## src/rtl/fp_add_seq_ctrl.sv

```systemverilog
// fp_add_seq_ctrl: sequencing controller for the 37-bit extended-format FP
// adder datapath (1 sign, 8 exponent, 28 significand bits).
//
// Flow: IDLE -> CMP -> [ALIGN] -> ADD -> NORM -> DONE -> IDLE
//
// Handshakes (both sides): a transfer happens on a rising clk edge where
// valid and ready are both high. in_ready is high only in IDLE. out_valid is
// high only in DONE, and res_exp/ovf/unf/res_zero are held stable until the
// out_valid & out_ready edge. Neither side may withdraw once it asserts valid.
//
// Optional feature macro: FP_ADD_SEQ_FAST_ALIGN_EN
//   defined   -> alignment is a single ALIGN cycle, align_amt = shift count
//                (the datapath uses a barrel shifter)
//   undefined -> one-bit-per-cycle alignment, align_amt tied to 0
//
// All datapath enables (shift_en, add_en, norm_shr, norm_shl) are registered
// from the next-state decision, so they are glitch-free and mutually
// exclusive. dbg_state exposes the FSM state for checkers.

module fp_add_seq_ctrl #(
   parameter int EXP_W = 8,
   parameter int SIG_W = 28
) (
   input  logic             clk,
   input  logic             rst_n,
   input  logic             in_valid,
   output logic             in_ready,
   input  logic [EXP_W-1:0] exp_a,
   input  logic [EXP_W-1:0] exp_b,
   output logic [1:0]       e_sel,
   output logic             shift_en,
   output logic [4:0]       align_amt,
   output logic             add_en,
   input  logic             sum_carry,
   input  logic             sum_msb,
   input  logic             sum_zero,
   output logic             norm_shr,
   output logic             norm_shl,
   output logic [EXP_W-1:0] res_exp,
   output logic             ovf,
   output logic             unf,
   output logic             res_zero,
   output logic             out_valid,
   input  logic             out_ready,
   output logic [2:0]       dbg_state
);

   // Largest alignment / normalization step count.
   localparam logic [4:0]       C_MAX_CNT   = 5'(SIG_W - 1);
   localparam logic [EXP_W-1:0] C_MAX_DIFF  = EXP_W'(SIG_W - 1);
   localparam logic [EXP_W-1:0] C_EXP_MAX   = {EXP_W{1'b1}};
   localparam logic [EXP_W-1:0] C_EXP_MAXM1 = C_EXP_MAX - 1'b1;

   // Router select encodings.
   localparam logic [1:0] C_SEL_EQ = 2'b00;
   localparam logic [1:0] C_SEL_A  = 2'b01;
   localparam logic [1:0] C_SEL_B  = 2'b10;

   typedef enum logic [2:0] {
      S_IDLE  = 3'd0,
      S_CMP   = 3'd1,
      S_ALIGN = 3'd2,
      S_ADD   = 3'd3,
      S_NORM  = 3'd4,
      S_DONE  = 3'd5
   } state_t;

   state_t           r_state, w_state_nx;
   logic [EXP_W-1:0] r_exp_a, w_exp_a_nx;
   logic [EXP_W-1:0] r_exp_b, w_exp_b_nx;
   logic [4:0]       r_cnt, w_cnt_nx;
   logic [4:0]       r_ncnt, w_ncnt_nx;
   logic [1:0]       r_e_sel, w_e_sel_nx;
   logic [EXP_W-1:0] r_res_exp, w_res_exp_nx;
   logic             r_ovf, w_ovf_nx;
   logic             r_unf, w_unf_nx;
   logic             r_zero, w_zero_nx;
   logic             r_shift_en, w_shift_en_nx;
   logic             r_add_en, w_add_en_nx;
   logic             r_shr, w_shr_nx;
   logic             r_shl, w_shl_nx;
`ifdef FP_ADD_SEQ_FAST_ALIGN_EN
   logic [4:0]       r_align_amt, w_align_amt_nx;
`endif

   // Exponent difference of the latched operands, saturated to the longest
   // useful shift; bits shifted beyond that only feed the datapath sticky.
   logic             w_a_gt_b;
   logic [EXP_W-1:0] w_diff;
   logic [4:0]       w_diff_sat;

   assign w_a_gt_b   = (r_exp_a > r_exp_b);
   assign w_diff     = w_a_gt_b ? (r_exp_a - r_exp_b) : (r_exp_b - r_exp_a);
   assign w_diff_sat = (w_diff > C_MAX_DIFF) ? C_MAX_CNT : w_diff[4:0];

   // Next-state and next-output decision; every target defaults to hold/idle.
   always_comb begin
      w_state_nx    = r_state;
      w_exp_a_nx    = r_exp_a;
      w_exp_b_nx    = r_exp_b;
      w_cnt_nx      = r_cnt;
      w_ncnt_nx     = r_ncnt;
      w_e_sel_nx    = r_e_sel;
      w_res_exp_nx  = r_res_exp;
      w_ovf_nx      = r_ovf;
      w_unf_nx      = r_unf;
      w_zero_nx     = r_zero;
      w_shift_en_nx = 1'b0;
      w_add_en_nx   = 1'b0;
      w_shr_nx      = 1'b0;
      w_shl_nx      = 1'b0;
`ifdef FP_ADD_SEQ_FAST_ALIGN_EN
      w_align_amt_nx = 5'd0;
`endif
      case (r_state)
         S_IDLE: begin
            if (in_valid) begin
               w_exp_a_nx = exp_a;
               w_exp_b_nx = exp_b;
               // Select is decided on the accept edge so it is already valid
               // throughout CMP and stays put until DONE is left.
               if (exp_a == exp_b)     w_e_sel_nx = C_SEL_EQ;
               else if (exp_a > exp_b) w_e_sel_nx = C_SEL_A;
               else                    w_e_sel_nx = C_SEL_B;
               w_state_nx = S_CMP;
            end
         end

         S_CMP: begin
            w_res_exp_nx = w_a_gt_b ? r_exp_a : r_exp_b;
            w_cnt_nx     = w_diff_sat;
            if (w_diff_sat == 5'd0) begin
               w_add_en_nx = 1'b1;
               w_state_nx  = S_ADD;
            end else begin
               w_shift_en_nx = 1'b1;
`ifdef FP_ADD_SEQ_FAST_ALIGN_EN
               w_align_amt_nx = w_diff_sat;
`endif
               w_state_nx = S_ALIGN;
            end
         end

         S_ALIGN: begin
`ifdef FP_ADD_SEQ_FAST_ALIGN_EN
            // Whole shift done by the barrel shifter in this one cycle.
            w_cnt_nx    = 5'd0;
            w_add_en_nx = 1'b1;
            w_state_nx  = S_ADD;
`else
            // One bit per cycle; the last shift cycle is the one with cnt == 1.
            w_cnt_nx = r_cnt - 5'd1;
            if (r_cnt == 5'd1) begin
               w_add_en_nx = 1'b1;
               w_state_nx  = S_ADD;
            end else begin
               w_shift_en_nx = 1'b1;
            end
`endif
         end

         S_ADD: begin
            w_ncnt_nx  = 5'd0;
            w_state_nx = S_NORM;
         end

         S_NORM: begin
            if (sum_zero) begin
               w_zero_nx    = 1'b1;
               w_res_exp_nx = '0;
               w_state_nx   = S_DONE;
            end else if (sum_carry && (r_ncnt == 5'd0)) begin
               // Carry can only appear straight out of the adder.
               w_shr_nx = 1'b1;
               if (r_res_exp >= C_EXP_MAXM1) begin
                  w_res_exp_nx = C_EXP_MAX;
                  w_ovf_nx     = 1'b1;
               end else begin
                  w_res_exp_nx = r_res_exp + 1'b1;
               end
               w_state_nx = S_DONE;
            end else if (sum_msb) begin
               w_state_nx = S_DONE;
            end else if (r_res_exp == '0) begin
               // No exponent left to borrow: stop denormalized.
               w_unf_nx   = 1'b1;
               w_state_nx = S_DONE;
            end else begin
               w_shl_nx     = 1'b1;
               w_res_exp_nx = r_res_exp - 1'b1;
               w_ncnt_nx    = r_ncnt + 5'd1;
               if (r_ncnt == (C_MAX_CNT - 5'd1)) begin
                  w_state_nx = S_DONE;
               end
            end
         end

         S_DONE: begin
            if (out_ready) begin
               w_e_sel_nx   = C_SEL_EQ;
               w_res_exp_nx = '0;
               w_ovf_nx     = 1'b0;
               w_unf_nx     = 1'b0;
               w_zero_nx    = 1'b0;
               w_cnt_nx     = 5'd0;
               w_ncnt_nx    = 5'd0;
               w_state_nx   = S_IDLE;
            end
         end

         default: begin
            w_state_nx = S_IDLE;
         end
      endcase
   end

   // State and registered outputs; reset abandons any transaction in flight.
   always_ff @(posedge clk or negedge rst_n) begin
      if (!rst_n) begin
         r_state    <= S_IDLE;
         r_exp_a    <= '0;
         r_exp_b    <= '0;
         r_cnt      <= 5'd0;
         r_ncnt     <= 5'd0;
         r_e_sel    <= C_SEL_EQ;
         r_res_exp  <= '0;
         r_ovf      <= 1'b0;
         r_unf      <= 1'b0;
         r_zero     <= 1'b0;
         r_shift_en <= 1'b0;
         r_add_en   <= 1'b0;
         r_shr      <= 1'b0;
         r_shl      <= 1'b0;
`ifdef FP_ADD_SEQ_FAST_ALIGN_EN
         r_align_amt <= 5'd0;
`endif
      end else begin
         r_state    <= w_state_nx;
         r_exp_a    <= w_exp_a_nx;
         r_exp_b    <= w_exp_b_nx;
         r_cnt      <= w_cnt_nx;
         r_ncnt     <= w_ncnt_nx;
         r_e_sel    <= w_e_sel_nx;
         r_res_exp  <= w_res_exp_nx;
         r_ovf      <= w_ovf_nx;
         r_unf      <= w_unf_nx;
         r_zero     <= w_zero_nx;
         r_shift_en <= w_shift_en_nx;
         r_add_en   <= w_add_en_nx;
         r_shr      <= w_shr_nx;
         r_shl      <= w_shl_nx;
`ifdef FP_ADD_SEQ_FAST_ALIGN_EN
         r_align_amt <= w_align_amt_nx;
`endif
      end
   end

   assign in_ready  = (r_state == S_IDLE);
   assign out_valid = (r_state == S_DONE);
   assign e_sel     = r_e_sel;
   assign shift_en  = r_shift_en;
   assign add_en    = r_add_en;
   assign norm_shr  = r_shr;
   assign norm_shl  = r_shl;
   assign res_exp   = r_res_exp;
   assign ovf       = r_ovf;
   assign unf       = r_unf;
   assign res_zero  = r_zero;
   assign dbg_state = r_state;
`ifdef FP_ADD_SEQ_FAST_ALIGN_EN
   assign align_amt = r_align_amt;
`else
   assign align_amt = 5'd0;
`endif

endmodule

```

## config.mk

```make
export PLATFORM = sky130hd
export DESIGN_NAME = fp_add_seq_ctrl
export DESIGN_NICKNAME = d
export VERILOG_FILES = /design/src/rtl/fp_add_seq_ctrl.sv
export SDC_FILE = /design/constraint.sdc
export NUM_CORES = 1
export LEC_CHECK = 0
export BUFFER_PORTS_ARGS = -buffer_cell sky130_fd_sc_hd__buf_2
export CAP_MARGIN = 0
export CORE_AREA = 2 2 89 112
export DETAILED_ROUTE_END_ITERATION = 12
export DIE_AREA = 0 0 91 114
export SYNTH_ARGS = -nofsm -noshare
export SYNTH_HDL_FRONTEND = slang
export SYNTH_SLANG_ARGS = --single-unit
```

## constraint.sdc

```tcl
create_clock -name clk -period 7.9 [get_ports clk]
set_clock_uncertainty 0.1 [all_clocks]
set_input_delay 0.79 -clock clk [delete_from_list [all_inputs] [get_ports clk]]
set_output_delay 0.79 -clock clk [all_outputs]
set_load 0.05 [all_outputs]
```

==> flow_metrics.py, run 1 <==
metrics = {
    "outcome": {
        "run_status": "finished clean",
    },
    "synthesis": {
        "synthCells": 466,
        "yosysTopAreaCell": "dfrtp_1",
        "avgSynthCellArea_um2": 8.04,
        "ys_types": 60,
        "synth_seq_cells": 46,
        "synthTopCellsByArea": "dfrtp_1 31%, ha_1 11%, o21ai_0 6.7%, nand2_1 5.4%, inv_1 3.9%",
        "yosysSeqAreaShare_pct": 30.7,
        "yosysTopAreaCellShare_pct": 30.7,
        "synth_edf_count": 0,
        "ys.flop_type": "dfrtp_1",
        "ys.warnings.count": 0,
        "ys_async_sr_fraction_pct": 100,
        "netlist_area_um2": 3750,
    },
    "critical_path": {
        "critPathLaunchType": "register",
        "path_cells": "inv_1, ha_1, nand4_1, or3_1, o31a_1, or4_4, o22ai_4, nand4_2, a31o_2",
        "max_stage_delay_ns": 0.56,
        "worstRegToRegCells": 9,
        "path_delay_family": "simple AND/OR/NAND/NOR gates",
        "crit_slowest_cell": "ha_1",
        "crit_fanout": 28,
        "crit_path_start": "r_exp_a[6]$_DFFE_PN0P_",
        "cp.depth": 9,
        "cp-end-kind": "register",
        "endpoint": "shift_en$_DFF_PN0_",
        "critPathBufInv": 1,
        "worstPathArrival_ns": 3.47,
        "cp.required_ns": 7.98,
        "r2r_slack_ns": 4.51,
        "r2r-end": "shift_en$_DFF_PN0_",
        "setup.worst_path.class": "reg -> reg",
        "r2r-start": "r_exp_a[6]$_DFFE_PN0P_",
    },
    "sta": {
        "period_needed_ns": 3.39,
        "finalHoldViolations": 0,
        "worstMarginPinSlew_ns": 1.07,
        "setup_violations": 0,
        "tns_ns": 0,
        "finalMaxSlewViolations": 0,
        "min_period_over_period_pct": 42.9,
        "slew_headroom_pct": 27.8,
        "max_freq_mhz": 295,
        "setup_ws_ns": 4.51,
        "timing.hold.ws_ns": 0.374,
        "rsz0062_at_grt": "no",
    },
    "drt": {
        "drtPass1Iterations": 5,
        "vias_per_cell": 5.47,
        "num_vias": 3382,
        "wl_per_cell_um": 14.8,
        "drtIter0Drc": 209,
        "wl_mm": 9.16,
        "final_antenna_net_count": 0,
        "drc": 0,
    },
    "die": {
        "core_um2": 9410,
        "rows": 40,
        "start_util_pct": 39.8,
        "pin_count": 50,
        "die_height_um": 114,
        "dieArea_um2": 10400,
        "dieWidth_um": 91,
    },
    "grt": {
        "antenna_found_initial": 0,
        "grt_pass1_wl_mm": 15.5,
        "grt_pass1_vias": 3230,
        "grtUsageTotal_pct": 18.3,
        "grt_start_max_net_pins": 47,
        "grt.busiest_layer": "met2",
        "met3_usage_pct": 2.84,
        "overflow": 0,
        "grt_util_met1_pct": 23.9,
        "globalRouteMet2Util_pct": 30.5,
    },
    "cts": {
        "clock_sinks": 46,
        "cts-resized-gates": 0,
        "postCtsHoldBufs": 0,
        "clock_latency_ns": 0.29,
        "cts.htree.levels": 2,
        "clk_pin_slew_ns": 0.07,
        "postCtsSetupBuffers": 0,
        "root_buffer": "clkbuf_16",
        "cts_tree": "built",
        "clk_path_buf_depth": 2,
        "cts-buffers-inserted": 5,
    },
    "placement": {
        "gp_congestion": 0.904,
        "io_buffers": 44,
        "post-place-ws_ns": 4.51,
        "dp_hpwl_mm": 6.94,
    },
    "layout": {
        "diodes": 0,
        "final_nets": 548,
        "drive_above_1_share_pct": 12.4,
        "syn2layout_area_growth_pct": 11.0,
    },
    "job": {
        "drv_cap": 0,
    },
    "worst_hold_path": {
        "hp-class": "reg -> reg",
    },
}
-- sequential cells by signal (all words and copies together), names as in the netlist --
name       count
r_exp_a        8
r_exp_b        8
res_exp        8
r_cnt          5
r_ncnt         5
dbg_state      3
e_sel          2
add_en         1
norm_shl       1
norm_shr       1
ovf            1
res_zero       1
shift_en       1
unf            1
-- final cells by class --
cell class	instances	area, um^2
Clock buffer	6	129
Sequential cell	46	1150
Tap cell	126	158
Multi-Input combinational cell	354	2310
Inverter	39	146
Fill cell	979	5250
Clock inverter	2	37.5
Timing Repair Buffer	45	228
-- cells in the final DEF (no fill, tap or decap), drive strengths merged, types with 6 or more instances in the layout --
| cell | n |
|---|---|
| a21oi | 29 |
| buf | 45 |
| clkbuf | 6 |
| dfrtp | 46 |
| ha | 32 |
| inv | 39 |
| mux2i | 10 |
| nand2 | 54 |
| nand2b | 6 |
| nand3 | 11 |
| nand4 | 6 |
| nor2 | 34 |
| nor3 | 12 |
| o21ai | 51 |
| o22ai | 8 |
| xnor2 | 7 |
-- per-layer routing --
layer	part of all wire, %	wire length [um]	vias up
li1	-	-	1688
met1	46	4250	1609
met2	47	4310	69
met3	3.4	313	16
met4	3.1	284	0
met5	0	0	-
-- synthesized netlist by cell type (7+ instances only) --
cell type,count
mux2i_1,10
xnor2_1,7
inv_1,39
nand3_1,11
a21oi_1,29
o21ai_0,50
ha_1,32
nand2_1,54
nor3_1,12
o22ai_1,7
nor2_1,34
dfrtp_1,46
buf_2,9
clkbuf_1,16
-- worst reg2reg max path, delay by kind of cell, from the launching register on --
family,cells,cell delay (ns)
buffers and inverters,1,0.07
AND/OR/NAND/NOR,4,1.26
flip-flops,1,0.38
AO/OA/AOI/OAI,3,0.92
adder cells (fa/ha/maj),1,0.56
-- stage by stage --
step / instances / area (um^2) / util [%]
finish: 618 / 4160 / 44.2
global route: 618 / 4160 / 44.2
CTS: 618 / 4160 / 44.2
detailed placement: 610 / 3990 / 42.4
global placement: 610 / 3990 / 42.4
floorplan: 470 / 3760 / -
-- how the worst min path moves through the flow --
stage                                from                    end  cells after the start
finish               e_sel[0]$_DFFE_PN0P_   e_sel[0]$_DFFE_PN0P_                      2
global placement     e_sel[0]$_DFFE_PN0P_   e_sel[0]$_DFFE_PN0P_                      2
floorplan           r_ncnt[4]$_DFFE_PN0P_  r_ncnt[4]$_DFFE_PN0P_                      1
detailed placement   e_sel[0]$_DFFE_PN0P_   e_sel[0]$_DFFE_PN0P_                      2
CTS                  e_sel[0]$_DFFE_PN0P_   e_sel[0]$_DFFE_PN0P_                      2
global route         e_sel[0]$_DFFE_PN0P_   e_sel[0]$_DFFE_PN0P_                      2
-- logic make-up (layout without fill, tap and decap cells) --
logic type | after synthesis | count (layout) | share of synthesized area (%)
and+or+nand+nor | 158 | 158 | 21.0
DFF | 46 | 46 | 30.7
muxes | 11 | 11 | 2.97
buffers and inverters | 70 | 92 | 8.02
AOI/OAI and AO/OA | 136 | 136 | 23.1
other | 1 | 5 | 0.100
xor gates and xnor gates | 10 | 10 | 2.34
adders and majority gates | 34 | 34 | 11.8
Power of run 1 is left out: the tool's default activity adds up to more than one toggle a clock period on the data nets, which glitch-free logic cannot reach.
==> inputs of run 2 (changes only) <==
- clock period: 7.9 -> 3.5 ns (I/O delays scaled with it)
==> run 2 against run 1 <==
Die area stayed put. Critical endpoint is now dbg_state[0]$_DFFE_PN0P_. First-iteration DRC count increased by 40%. Setup slack lost 4.1 ns. Clock-buffer cell count decreased by 1. Highest routed layer unchanged. Register-to-register slack lost 4.1 ns. Global-route usage increased by 0.28 points. Via count increased by 2.0%. Critical path type unchanged. Wire length up 3.4%. Cell area up 1.1%. Utilization is 0.48 points higher. Critical path depth up 2. Fmax grew 11%.
==> flow_metrics.py, run 2 (synthesized netlist as in run 1, its figures left out) <==
metrics = {
    "die": {
        "core_um2": 9410,
        "start_util_pct": 39.8,
        "rows": 40,
        "die_height_um": 114,
        "dieWidth_um": 91,
        "dieArea_um2": 10400,
        "pin_count": 50,
    },
    "critical_path": {
        "setup.worst_path.class": "reg -> reg",
        "crit_slowest_cell": "or4_4",
        "worstRegToRegCells": 11,
        "path_cells": "inv_1, ha_1, inv_1, fa_1, a21o_1, a21oi_1, nor2_1, or4_4, o22ai_4, nand4_2, o41ai_2",
        "cp_common_cell": "inv_1",
        "critPathBufInv": 2,
        "r2r-end": "dbg_state[0]$_DFFE_PN0P_",
        "r2r_slack_ns": 0.45,
        "critPathLaunchType": "register",
        "worstPathArrival_ns": 3.14,
        "r2r-start": "r_exp_b[0]$_DFFE_PN0P_",
        "cp.required_ns": 3.60,
        "path_delay_family": "compound AO/OA/AOI/OAI gates",
        "cp-end-kind": "register",
        "max_stage_delay_ns": 0.50,
        "crit_fanout": 5,
    },
    "drt": {
        "drtPass1Iterations": 5,
        "vias_per_cell": 5.50,
        "wl_mm": 9.48,
        "drtIter0Drc": 293,
        "wl_per_cell_um": 15.1,
        "final_antenna_net_count": 0,
        "num_vias": 3450,
        "drc": 0,
    },
    "sta": {
        "tns_ns": 0,
        "max_freq_mhz": 328,
        "setup_violations": 0,
        "rsz0062_at_grt": "no",
        "finalMaxSlewViolations": 0,
        "worstMarginPinSlew_ns": 1.05,
        "finalHoldViolations": 0,
        "period_needed_ns": 3.05,
        "slew_headroom_pct": 30.0,
        "min_period_over_period_pct": 87.1,
    },
    "cts": {
        "root_buffer": "clkbuf_16",
        "cts.htree.levels": 2,
        "cts_tree": "built",
        "clk_pin_slew_ns": 0.07,
        "clk_path_buf_depth": 2,
        "clock_sinks": 46,
        "cts-buffers-inserted": 5,
        "cts-resized-gates": 0,
        "postCtsSetupBuffers": 0,
        "clock_latency_ns": 0.30,
        "postCtsHoldBufs": 0,
    },
    "grt": {
        "overflow": 0,
        "grt_start_max_net_pins": 47,
        "grt_pass1_wl_mm": 15.7,
        "grt_pass1_vias": 3319,
        "antenna_found_initial": 0,
        "grtUsageTotal_pct": 18.6,
    },
    "outcome": {
        "run_status": "finished clean",
    },
    "job": {
        "drv_cap": 0,
    },
    "layout": {
        "drive_above_1_share_pct": 14.2,
        "final_cell_mix": "54 x nand2_1, 50 x o21ai_0, 46 x dfrtp_1, 44 x buf_2, 39 x inv_1",
        "final_nets": 557,
        "layout_commonest_cell": "nand2_1",
        "syn2layout_area_growth_pct": 12.2,
        "diodes": 0,
    },
    "placement": {
        "dp_hpwl_mm": 7.16,
        "gp_congestion": 0.883,
        "io_buffers": 44,
    },
    "worst_hold_path": {
        "hp-class": "in -> async",
    },
}
==> run 2: cell type report <==
class | instances | area, um^2
inverter | 39 | 146
timing repair buffer | 54 | 295
tap | 126 | 158
sequential | 46 | 1150
multi-input combinational | 354 | 2310
fill | 986 | 5200
clock inverter | 3 | 18.8
clock buffer | 5 | 125
==> run 2: per-stage QoR <==
step / hold slack [ns] / utilization (%) / cell area, um^2 / setup slack, ns / std cells
after CTS: 0.174 / 44.7 / 4200 / 0.439 / 627
after floorplan: -0.0456 / - / 3760 / 0.537 / 470
after detailed placement: 0.363 / 43.2 / 4060 / 0.462 / 619
after global routing: 0.181 / 44.7 / 4200 / 0.251 / 627
after global placement: 0.356 / 43.2 / 4060 / 0.560 / 619
final: 0.152 / 44.7 / 4200 / 0.453 / 627
==> run 2: routing by layer <==
layer  routed length (um)  global-route usage [%]  up-vias
met1                 4350                    23.9     1638
met3                  325                    2.64       12
met2                 4640                    32.0       88
li1                     -                       -     1712
met4                  156                    6.26        0
met5                    0                       0        -
==> run 2: how the worst max path moves through the flow <==
stage | startpoint | to | slack, ns | cells after the start
floorplan | dbg_state[2]$_DFFE_PN0P_ | r_exp_a[0]$_DFFE_PN0P_ | 0.54 | 7
global placement | r_exp_b[0]$_DFFE_PN0P_ | shift_en$_DFF_PN0_ | 0.56 | 11
detailed placement | r_exp_a[0]$_DFFE_PN0P_ | shift_en$_DFF_PN0_ | 0.46 | 11
CTS | r_exp_b[0]$_DFFE_PN0P_ | dbg_state[0]$_DFFE_PN0P_ | 0.44 | 11
global route | r_exp_a[0]$_DFFE_PN0P_ | dbg_state[0]$_DFFE_PN0P_ | 0.25 | 11
finish | r_exp_b[0]$_DFFE_PN0P_ | dbg_state[0]$_DFFE_PN0P_ | 0.45 | 11
==> run 2: worst register-to-register path: stages (launching register included) <==
cell and delay, ns:
dfrtp_1 0.38, inv_1 0.09, ha_1 0.17, inv_1 0.06
fa_1 0.42, a21o_1 0.18, a21oi_1 0.33, nor2_1 0.09
or4_4 0.50, o22ai_4 0.20, nand4_2 0.14, o41ai_2 0.29
Power of run 2 is left out for the same reason.
